**config.mk**
```make
export PLATFORM = sky130hd
export DESIGN_NAME = rr_arbiter_quantum
export DESIGN_NICKNAME = d
export VERILOG_FILES = /design/src/rtl/rr_arbiter_quantum.sv
export SDC_FILE = /design/constraint.sdc
export NUM_CORES = 1
export LEC_CHECK = 0
export CAP_MARGIN = 15
export CORE_ASPECT_RATIO = 1.4
export CORE_MARGIN = 2
export CORE_UTILIZATION = 30
export CTS_BUF_LIST = sky130_fd_sc_hd__clkbuf_8
export DETAILED_ROUTE_END_ITERATION = 10
export GPL_TIMING_DRIVEN = 0
export SETUP_SLACK_MARGIN = 0.15
export SYNTH_ARGS = -nofsm -noshare
export SYNTH_HDL_FRONTEND = slang
export SYNTH_SLANG_ARGS = --single-unit
```
**constraint.sdc**
```tcl
create_clock -name clk -period 2.4 [get_ports clk]
set_input_delay 0.36 -clock clk [delete_from_list [all_inputs] [get_ports clk]]
set_output_delay 0.36 -clock clk [all_outputs]
set_load 0.01 [all_outputs]
```
**src/rtl/rr_arbiter_quantum.sv**
```systemverilog
// Round-robin arbiter for N requesters with a programmable grant slice,
// per-requester mask, early release on request drop and a slice-expiry pulse.
module rr_arbiter_quantum #(
    parameter int N  = 4,
    parameter int QW = 8
) (
    input  logic                 clk,
    input  logic                 rst,
    input  logic [N-1:0]         req,
    input  logic [N-1:0]         mask,
    input  logic [QW-1:0]        quantum,
    output logic [N-1:0]         gnt,
    output logic                 gnt_valid,
    output logic [$clog2(N)-1:0] gnt_id,
    output logic                 expire
);
    localparam int IW = $clog2(N);

    typedef enum logic {IDLE, GRANT} state_t;

    state_t        state, state_n;
    logic [IW-1:0] owner, owner_n;
    logic [IW-1:0] ptr, ptr_n;
    logic [IW-1:0] rel_ptr, pick_start, pick_idx;
    logic [QW-1:0] cnt, cnt_n;
    logic [QW-1:0] q, q_n, q_in;
    logic [N-1:0]  elig;
    logic          pick_found, rel, expire_n;

    assign elig    = req & ~mask;
    assign q_in    = (quantum == '0) ? QW'(1) : quantum;
    assign rel_ptr = (owner == IW'(N - 1)) ? '0 : owner + 1'b1;
    // On release the search starts just past the owner, so the owner is considered last.
    assign pick_start = (state == GRANT) ? rel_ptr : ptr;
    assign rel = ~req[owner] | mask[owner] | (cnt == q - 1'b1);

    always_comb begin
        pick_found = 1'b0;
        pick_idx   = '0;
        for (int i = 0; i < N; i++) begin
            if (!pick_found && elig[(int'(pick_start) + i) % N]) begin
                pick_found = 1'b1;
                pick_idx   = IW'((int'(pick_start) + i) % N);
            end
        end
    end

    always_ff @(posedge clk) begin
        if (rst) begin
            state  <= IDLE;
            owner  <= '0;
            ptr    <= '0;
            cnt    <= '0;
            q      <= '0;
            expire <= 1'b0;
        end else begin
            state  <= state_n;
            owner  <= owner_n;
            ptr    <= ptr_n;
            cnt    <= cnt_n;
            q      <= q_n;
            expire <= expire_n;
        end
    end

    always_comb begin
        state_n  = state;
        owner_n  = owner;
        ptr_n    = ptr;
        cnt_n    = cnt;
        q_n      = q;
        expire_n = 1'b0;
        case (state)
            IDLE: begin
                if (pick_found) begin
                    state_n = GRANT;
                    owner_n = pick_idx;
                    cnt_n   = '0;
                    q_n     = q_in;
                end
            end
            GRANT: begin
                if (rel) begin
                    ptr_n = rel_ptr;
                    // Owner still wants the resource, so the slice ran out.
                    expire_n = req[owner] & ~mask[owner];
                    cnt_n    = '0;
                    if (pick_found) begin
                        owner_n = pick_idx;
                        q_n     = q_in;
                    end else begin
                        state_n = IDLE;
                        owner_n = '0;
                    end
                end else begin
                    cnt_n = cnt + 1'b1;
                end
            end
            default: state_n = IDLE;
        endcase
    end

    always_comb begin
        gnt       = '0;
        gnt_valid = 1'b0;
        gnt_id    = '0;
        if (state == GRANT) begin
            gnt       = N'(1) << owner;
            gnt_valid = 1'b1;
            gnt_id    = owner;
        end
    end
endmodule
```
==> results.cfg, run 1 <==
[cts]
worst_skew_pair.late_latency_ns = 0.27
clk_path_buf_depth = 2
clock_sinks = 22
root_buffer = clkbuf_8
numCtsBuffers = 3
htree_levels = 1
hold_buffers = 0
cts_tree = built
clk_pin_slew_ns = 0.08

[critical_path]
start_kind = primary input
critPathTopFamily = buffers and inverters
path_cells = clkdlybuf4s50_1, nand2b_1, mux4_2, nand2b_4, nand2b_1, buf_2, o31ai_1, a22o_1
path_max_fanout = 8
critical_path_class = in2reg
crit_buf_inv = 2
end_kind = register
cpPeakStageDelay_ns = 0.51
crit_path_frequent_cell = nand2b_1
cp.arrival_ns = 2.37
slowest_stage = mux4_2
cp_data_required_time_ns = 2.62

[grt]
met3_usage = 0.01818
use_met1 = 0.1355
busiest_layer = met2
antenna_found_initial = 0
use_met2 = 0.2302
grt_max_degree = 13
grt_pass1_vias = 1273
grt_pass1_wl_um = 5437
grt_usage = 0.1238
grt-ovfl-total = 0

[placed_design]
dp_hpwl_um = 2471
dp.cells = 257
io_buffers = 25
routabilityCongestion = 0.7945

[timing]
rsz0062_at_grt = yes
worst_slew_pin_slew_ns = 0.4198
setup_viol = 0
skew_ns = 0.002816
slew_headroom = 0.7201
max_freq_mhz = 463.5
hold_viol = 0
min_period_over_period = 0.8990
finalMaxSlewViolations = 0
period_minus_slack_ns = 2.158

[detailed_routing]
drcViolationCount = 0
drt_first_pass_iters = 2
avgViaCountPerCell = 4.825
routedWlPerCell_um = 12.35
num_vias = 1298
ant_nets = 0
drt_iter0_drc = 27
routed_wl_um = 3321

[floorplan]
die_w_um = 62.96
die_area_um2 = 5449
core_area_um2 = 4767
fp-row-count = 30
io_pins = 26
start_util = 0.3063
die_h_um = 86.55

[synth]
syn_nets = 192
synth_warnings = 0
syn_avg_cell_area_um2 = 8.691
ys_types = 40
yosys_register_bits = 22
synth.area.top_cells = dfxtp_1 (30%), mux2i_1 (6.9%), ha_1 (5.1%)
syn_area_um2 = 1460
synth-seq-area-share = 0.3016
synth_top_area_frac = 0.3016
netlist_instances = 168
synth_area_leader_cell = dfxtp_1

[layout]
area_growth_pct = 38.47
antenna_cells = 0
stdcell_count = 269
drive_gt1_frac = 0.2195
num-fill-cells = 488
fin_util = 0.4241
multi_input_area_um2 = 1033
nets = 230
regArea_um2 = 451.7

[power]
pwr-share-seq = 0.431
power_density_nw_per_um2 = 478.1
switching_share = 0.2887
p_switching_mw = 0.2791
clock_power_share = 0.283
ir_drop_mv = 0.2632
p_leak_nw = 0.8489
p_comb_frac = 0.286
p_int_mw = 0.6876

[run]
max_cap_violations = 0

[hold_path]
hold_path_class = reg2reg

[status]
outcome = finished, final reports clean
## tightest hold or removal path, cell delays in order, from the launching register on
cell     delay, ns
dfxtp_1       0.33
nand2_1       0.05
o21ai_0       0.06
## stage by stage
step	hold slack, ns	area (um^2)	worst slack, ns	TNS, ns	total power, mW
2_1_floorplan	0.4353	1463	0.2509	0	0.5747
3_3_place_gp	0.4584	1793	-0.1730	-1.142	0.6506
3_5_place_dp	0.4692	1793	-0.1639	-1.088	0.6522
4_1_cts	0.4790	1964	0.1509	0	0.9603
5_1_grt	0.5014	2022	0.1260	0	1.022
6_report	0.4817	2022	0.2425	0	0.9668
## flip-flops by register name (all words and copies together) (netlist names)
register,cells
ptr,2
expire,1
state,1
owner,2
cnt,8
q,8
## power by group through the flow
| stage | Clock [mW] | Sequential [mW] | Combinational (mW) |
|---|---|---|---|
| detailed placement | 0 | 0.420 | 0.232 |
| global placement | 0 | 0.420 | 0.231 |
| CTS | 0.284 | 0.411 | 0.265 |
| global route | 0.298 | 0.420 | 0.304 |
| floorplan | 0 | 0.413 | 0.161 |
| finish | 0.274 | 0.417 | 0.276 |
## placed cells by master (no fill, tap or decap), types with 2 or more instances in the layout
| master | Yosys | routed |
|---|---|---|
| a21oi_1 | 5 | 5 |
| nand2_1 | 16 | 16 |
| ha_1 | 6 | 5 |
| and2_1 | 8 | 7 |
| inv_1 | 8 | 6 |
| o21a_1 | 2 | 2 |
| nand2b_1 | 6 | 5 |
| mux2i_1 | 10 | 9 |
| nor2_1 | 8 | 8 |
| o21ai_2 | 1 | 2 |
| nand3_1 | 2 | 2 |
| o31ai_1 | 6 | 3 |
| nor2b_1 | 8 | 8 |
| dfxtp_1 | 22 | 17 |
| o21ai_0 | 4 | 3 |
| o31ai_2 | 0 | 3 |
| xor2_1 | 3 | 3 |
| nor4_4 | 1 | 2 |
| a22o_1 | 7 | 7 |
| or2_2 | 2 | 2 |
| clkdlybuf4s50_1 | 0 | 25 |
| dfxtp_4 | 0 | 2 |
| clkbuf_8 | 0 | 4 |
| buf_4 | 0 | 7 |
| clkbuf_1 | 4 | 4 |
| and3_1 | 6 | 6 |
| dfxtp_2 | 0 | 3 |
| a32o_1 | 2 | 2 |
| xnor2_1 | 7 | 6 |
| nor3_1 | 5 | 5 |
| mux2_4 | 1 | 2 |
## metal layers
layer	vias to the layer above	share of wire
li1	667	-
met1	611	0.42
met2	16	0.55
met3	4	0.019
met4	0	0.013
met5	-	0
## final cells by class
| cell class | count | share of cell area |
|---|---|---|
| inverter | 8 | 0.01609 |
| multi-input combinational | 131 | 0.5111 |
| tap | 64 | 0.03960 |
| clock buffer | 4 | 0.02723 |
| buffer | 7 | 0.02290 |
| timing repair buffer | 33 | 0.1597 |
| sequential | 22 | 0.2234 |
## Yosys cell counts
cell type	n
nand2b_1	6
nor2_1	8
a21boi_0	1
o2111ai_1	1
mux2_4	1
o221ai_1	1
xnor2_1	7
xor2_1	3
nand2_1	16
and2_1	8
o21ai_0	4
a21oi_1	5
and3_1	6
buf_2	1
mux2_2	2
inv_1	8
or2_2	2
mux4_2	1
buf_6	2
mux2i_1	10
or3_1	1
nand3_1	2
o21ai_2	1
ha_1	6
nor2b_1	8
dfxtp_1	22
a22o_1	7
o211a_1	1
o21a_1	2
nor4_1	2
nor3_1	5
o21bai_1	1
a32o_1	2
clkbuf_1	4
nor3_2	1
or4_4	1
nand4_1	1
nor4_4	1
o31ai_1	6
nor2_2	1
## timing repair
| item | CTS | global route |
|---|---|---|
| resized for setup | 12 | 13 |
| pin swaps | 3 | 2 |
| setup endpoints to repair | 6 | 20 |
| setup buffers | 8 | 0 |
## cell families after synthesis
kind of cell    after synthesis  synth area share
simple gates                 69            0.2648
compound gates               32            0.1628
flops                        22            0.3016
buf+inv                      15           0.04969
mux                          14            0.1097
xor+xnor                     10           0.05999
fa+ha+maj                     6           0.05141
## final timing paths
path | startpoint | end | slack [ns] | depth (start not counted)
worst max-delay path | mask[3] | cnt[7] | 0.24 | 8
worst min-delay path | ptr[1] | ptr[1] | 0.48 | 2
worst max register to register | q[4] | cnt[0] | 0.26 | 8
worst min register to register | ptr[1] | ptr[1] | 0.48 | 2
(Power assumes the default switching activity.)
==> run 2, diff against run 1 <==
--- a/config.mk
+++ b/config.mk
@@ -11,7 +11,6 @@
 export CORE_UTILIZATION = 30
 export CTS_BUF_LIST = sky130_fd_sc_hd__clkbuf_8
 export DETAILED_ROUTE_END_ITERATION = 10
-export GPL_TIMING_DRIVEN = 0
 export SETUP_SLACK_MARGIN = 0.15
 export SYNTH_ARGS = -nofsm -noshare
 export SYNTH_HDL_FRONTEND = slang
==> run 2 against run 1 <==
Compared with the run above:
- register-to-register slack worse by 0.07 ns
- combinational power is 4% higher
- power is 0.54% higher
- global-route usage is 1.1 points higher
- critical path depth stayed put
- via count is 2.6% higher
- clock skew hardly changed
- core utilization is 1.7 points higher
- hold slack worse by 0.0065 ns
- wire length is 2.6% higher
- first-iteration DRC count is 26% lower
- non-clock buffer count is 8 higher
- critical path type is now reg2reg
==> results.cfg, run 2 (synthesis results as in run 1) <==
[cts]
clock_sinks = 22
clk_path_buf_depth = 2
clk_pin_slew_ns = 0.08
hold_buffers = 0
worst_skew_pair.late_latency_ns = 0.26
cts_tree = built
root_buffer = clkbuf_8
numCtsBuffers = 3
htree_levels = 1

[critical_path]
cp_data_required_time_ns = 2.56
rrSetupSlack_ns = 0.19
reg2reg_to = ptr[0]
end_kind = register
cp.arrival_ns = 2.37
start_kind = register
r2r-start = q[1]
slowest_stage = or4_4
path_cells = buf_6, nor3_4, xnor2_1, or4_4, nor4_4, buf_4, o21a_1, mux2_2
critical_path_class = reg2reg
critPathTopFamily = simple AND/OR/NAND/NOR gates
reg2reg_depth = 8
crit_buf_inv = 2
cpPeakStageDelay_ns = 0.54
path_max_fanout = 3

[timing]
min_period_over_period = 0.9218
finalMaxSlewViolations = 0
skew_ns = 0.002682
slew_headroom = 0.7034
rsz0062_at_grt = yes
period_minus_slack_ns = 2.212
hold_viol = 0
worst_slew_pin_slew_ns = 0.4326
holdWs_ns = 0.4753
max_freq_mhz = 452.0
setup_viol = 0

[grt]
grt-ovfl-total = 0
grt_max_degree = 20
grt_pass1_wl_um = 5885
grt_pass1_vias = 1292
antenna_found_initial = 0
grt_usage = 0.1349

[layout]
area_growth_pct = 44.04
drive_gt1_frac = 0.2629
nets = 238
stdcell_count = 277
reg_top3 = cnt x8, q x8
antenna_cells = 0
final_cell_mix = clkdlybuf4s50_1 (25), buf_4 (19), dfxtp_1 (17)
layout_commonest_cell = clkdlybuf4s50_1
num-fill-cells = 484

[floorplan]
die_h_um = 86.55
start_util = 0.3063
core_area_um2 = 4767
die_w_um = 62.96
io_pins = 26
fp-row-count = 30
die_area_um2 = 5449

[detailed_routing]
drcViolationCount = 0
routed_wl_um = 3406
num_vias = 1332
avgViaCountPerCell = 4.809
drt_iter0_drc = 20
routedWlPerCell_um = 12.30
drt_first_pass_iters = 4
ant_nets = 0

[placed_design]
routabilityCongestion = 0.7826
dp.cells = 269
dp_hpwl_um = 2624
io_buffers = 25

[status]
outcome = finished, final reports clean

[hold_path]
hold_end = ptr[1]
hold_path_class = reg2reg
hp-start = ptr[1]
min_delay_path_depth = 2

[power]
p_leak_nw = 0.9050
ir_drop_mv = 0.2833
power_density_nw_per_um2 = 462.1

[run]
max_cap_violations = 0
run 2: cell count changes in the layout (fill, tap and decap cells not counted), sizes merged:
| cell | change |
|---|---|
| clkbuf | -4 |
| buf | +12 |
run 2: worst max path at each step:
stage,startpoint,end,cells after the start
global placement,mask[3],cnt[6],7
finish,q[1],ptr[0],8
CTS,q[1],ptr[0],8
floorplan,q[1],q[0],9
global route,q[1],ptr[0],8
detailed placement,mask[3],cnt[6],7
run 2: stage by stage:
| stage | power (mW) | TNS, ns | worst slack (ns) | utilization | area, um^2 |
|---|---|---|---|---|---|
| finish | 0.9719 | 0 | 0.1876 | 0.4412 | 2103 |
| global route | 1.025 | 0 | 0.09000 | 0.4412 | 2103 |
| CTS | 0.9644 | 0 | 0.05978 | 0.4341 | 2069 |
| detailed placement | 0.6750 | -0.1305 | -0.04407 | 0.3971 | 1893 |
| global placement | 0.6735 | -0.008904 | -0.008904 | 0.3971 | 1893 |
| floorplan | 0.5747 | 0 | 0.2509 | - | 1463 |
run 2: timing repair:
action                     CTS  global route
buffers inserted             4             0
setup endpoints to repair   16            21
resized for setup           21             9
pin swaps                   11             4
cloned                       0             0
run 2: worst reg2reg max path, cell delays in order, from the launching register on:
cell and delay (ns):
dfxtp_2 0.34, buf_6 0.12, nor3_4 0.16, xnor2_1 0.09, or4_4 0.54, nor4_4 0.23, buf_4 0.18, o21a_1 0.13
mux2_2 0.33
run 2: area by class of cell:
class                      instances  area [um^2]  share of cell area
inverter                           8        32.53             0.01547
clock buffer                       4        55.05             0.02617
sequential                        22        449.2              0.2136
tap                               64        80.08             0.03807
multi-input combinational        131         1049              0.4985
timing repair buffer              48        437.9              0.2082
run 2: routing by layer:
layer,GRT usage,up-vias,routed length [um]
met5,0,-,0
met4,0.04848,0,49
met3,0.01558,4,66
met2,0.2544,20,1881
met1,0.1550,625,1408
li1,-,683,-
run 2: report_power, final:
| group | leakage (nW) | internal, mW | switching (mW) |
|---|---|---|---|
| clock network | 0.0288 | 0.146 | 0.122 |
| logic | 0.694 | 0.164 | 0.122 |
| registers | 0.182 | 0.386 | 0.0309 |
| total | 0.905 | 0.696 | 0.276 |
==> run 3, diff against run 2 <==
==> constraint.sdc (replaced) <==
create_clock -name clk -period 2.3 [get_ports clk]
set_input_delay 0.345 -clock clk [delete_from_list [all_inputs] [get_ports clk]]
set_output_delay 0.345 -clock clk [all_outputs]
set_load 0.01 [all_outputs]
==> run 3 against run 2 <==
Compared with the run above:
- sequential cell count is the same
- worst setup slack worse by 0.038 ns
- global-route usage is 0.25 points higher
- register-to-register slack got worse by 0.04 ns
- power is 2.5% higher
- fmax grew 2.9%
- non-clock buffer count up 6
==> results.cfg, run 3 (synthesis results as in run 1) <==
[timing]
slew_headroom = 0.7252
tns_ns = 0
min_period_over_period = 0.9351
finalMaxSlewViolations = 0
skew_ns = 0.001424
period_minus_slack_ns = 2.151
setup_viol = 0
max_freq_mhz = 465.0
setup_slack_ns = 0.1493
hold_viol = 0
rsz0062_at_grt = yes
worst_slew_pin_slew_ns = 0.4116
holdWs_ns = 0.4747

[cts]
cts_tree = built
htree_levels = 1
hold_buffers = 0
clk_path_buf_depth = 2
worst_skew_pair.late_latency_ns = 0.26
clk_pin_slew_ns = 0.08
numCtsBuffers = 3
root_buffer = clkbuf_8
clock_sinks = 22

[placed_design]
dp_hpwl_um = 2699
pre_cts_ws_ns = -0.1512
postPlaceCellArea_um2 = 1931
dp.cells = 274
io_buffers = 25
routabilityCongestion = 0.7489

[critical_path]
cp.arrival_ns = 2.30
endpoint = ptr[0]
r2r-start = q[0]
path_max_fanout = 5
path_cells = inv_4, ha_4, buf_6, a21oi_2, or4_4, nor4_4, buf_4, o21a_1, mux2_2
critPathTopFamily = simple AND/OR/NAND/NOR gates
reg2reg_depth = 9
critical_path_class = reg2reg
cp_num_cells = 9
crit_buf_inv = 3
cpPeakStageDelay_ns = 0.49
slowest_stage = or4_4
cp_data_required_time_ns = 2.45
start_kind = register
rrSetupSlack_ns = 0.15
end_kind = register
reg2reg_to = ptr[0]
startpoint = q[0]

[layout]
antenna_cells = 0
layout_commonest_cell = clkdlybuf4s50_1
final_cell_mix = clkdlybuf4s50_1 (25), buf_4 (23), dfxtp_1 (17)
fin_util = 0.4554
nets = 244
drive_gt1_frac = 0.2890
stdcell_count = 282
area_growth_pct = 48.67
num-fill-cells = 475
finalInstanceArea_um2 = 2171
reg_top3 = cnt x8, q x8

[detailed_routing]
drt_first_pass_iters = 4
ant_nets = 0
routed_wl_um = 3595
num_vias = 1367
avgViaCountPerCell = 4.848
drcViolationCount = 0
drt_iter0_drc = 17
routedWlPerCell_um = 12.75

[status]
outcome = finished, final reports clean

[hold_path]
hold_path_class = reg2reg
min_delay_path_depth = 2

[floorplan]
die_area_um2 = 5449
fp-row-count = 30
io_pins = 26
start_util = 0.3063
die_h_um = 86.55
die_w_um = 62.96
core_area_um2 = 4767

[grt]
grt-ovfl-total = 0
grt_pass1_wl_um = 5940
antenna_found_initial = 0
grt_usage = 0.1373
grt_pass1_vias = 1371
grt_max_degree = 20

[run]
max_cap_violations = 0

[power]
power.total_mw = 0.9964
p_leak_nw = 0.9341
ir_drop_mv = 0.2468
power_density_nw_per_um2 = 459.0
[run 3: changes by cell type in the layout (fill, tap and decap cells not counted), moves of 2 or more]
cell	change
xnor2_1	-2
xnor2_2	+2
buf_4	+4
dfxtp_2	-2
dfxtp_4	+2
o31ai_1	+2
[run 3: what timing repair did]
item,4_1_cts,5_1_grt
endpoints found under the setup margin,20,20
pin swaps,5,6
gates cloned,0,0
buffers inserted,3,2
resized for setup,22,16
[run 3: report_power, final]
group | internal, mW | switching, mW
clock | 0.117 | 0.122
sequential | 0.402 | 0.0307
combinational | 0.189 | 0.137
total | 0.707 | 0.289
[run 3: worst min-delay path: cells and delay by family (launching register included)]
family | cells | cell delay (ns)
DFF | 1 | 0.32
AOI/OAI and AO/OA | 1 | 0.06
and+or+nand+nor | 1 | 0.05
[run 3: worst min-delay path by stage]
stage	start	end	slack, ns
6_report	ptr[1]	ptr[1]	0.47
5_1_grt	q[7]	q[7]	0.52
4_1_cts	ptr[1]	ptr[1]	0.48
3_5_place_dp	ptr[1]	ptr[1]	0.46
3_3_place_gp	ptr[1]	ptr[1]	0.45
2_1_floorplan	ptr[1]	ptr[1]	0.44
[run 3: cell type report]
class                      instances  area, um^2  area share
timing repair buffer              54       494.2      0.2277
tap                               64       80.08     0.03689
sequential                        22       454.2      0.2092
inverter                           8       32.53     0.01499
multi-input combinational        131        1069      0.4922
clock buffer                       3       41.29     0.01902
[run 3: per-layer routing]
layer | part of all wire | global-route usage | up-vias
li1 | - | - | 691
met1 | 0.39 | 0.1438 | 642
met2 | 0.55 | 0.2631 | 24
met3 | 0.015 | 0.01558 | 10
met4 | 0.044 | 0.07677 | 0
met5 | 0 | 0 | -
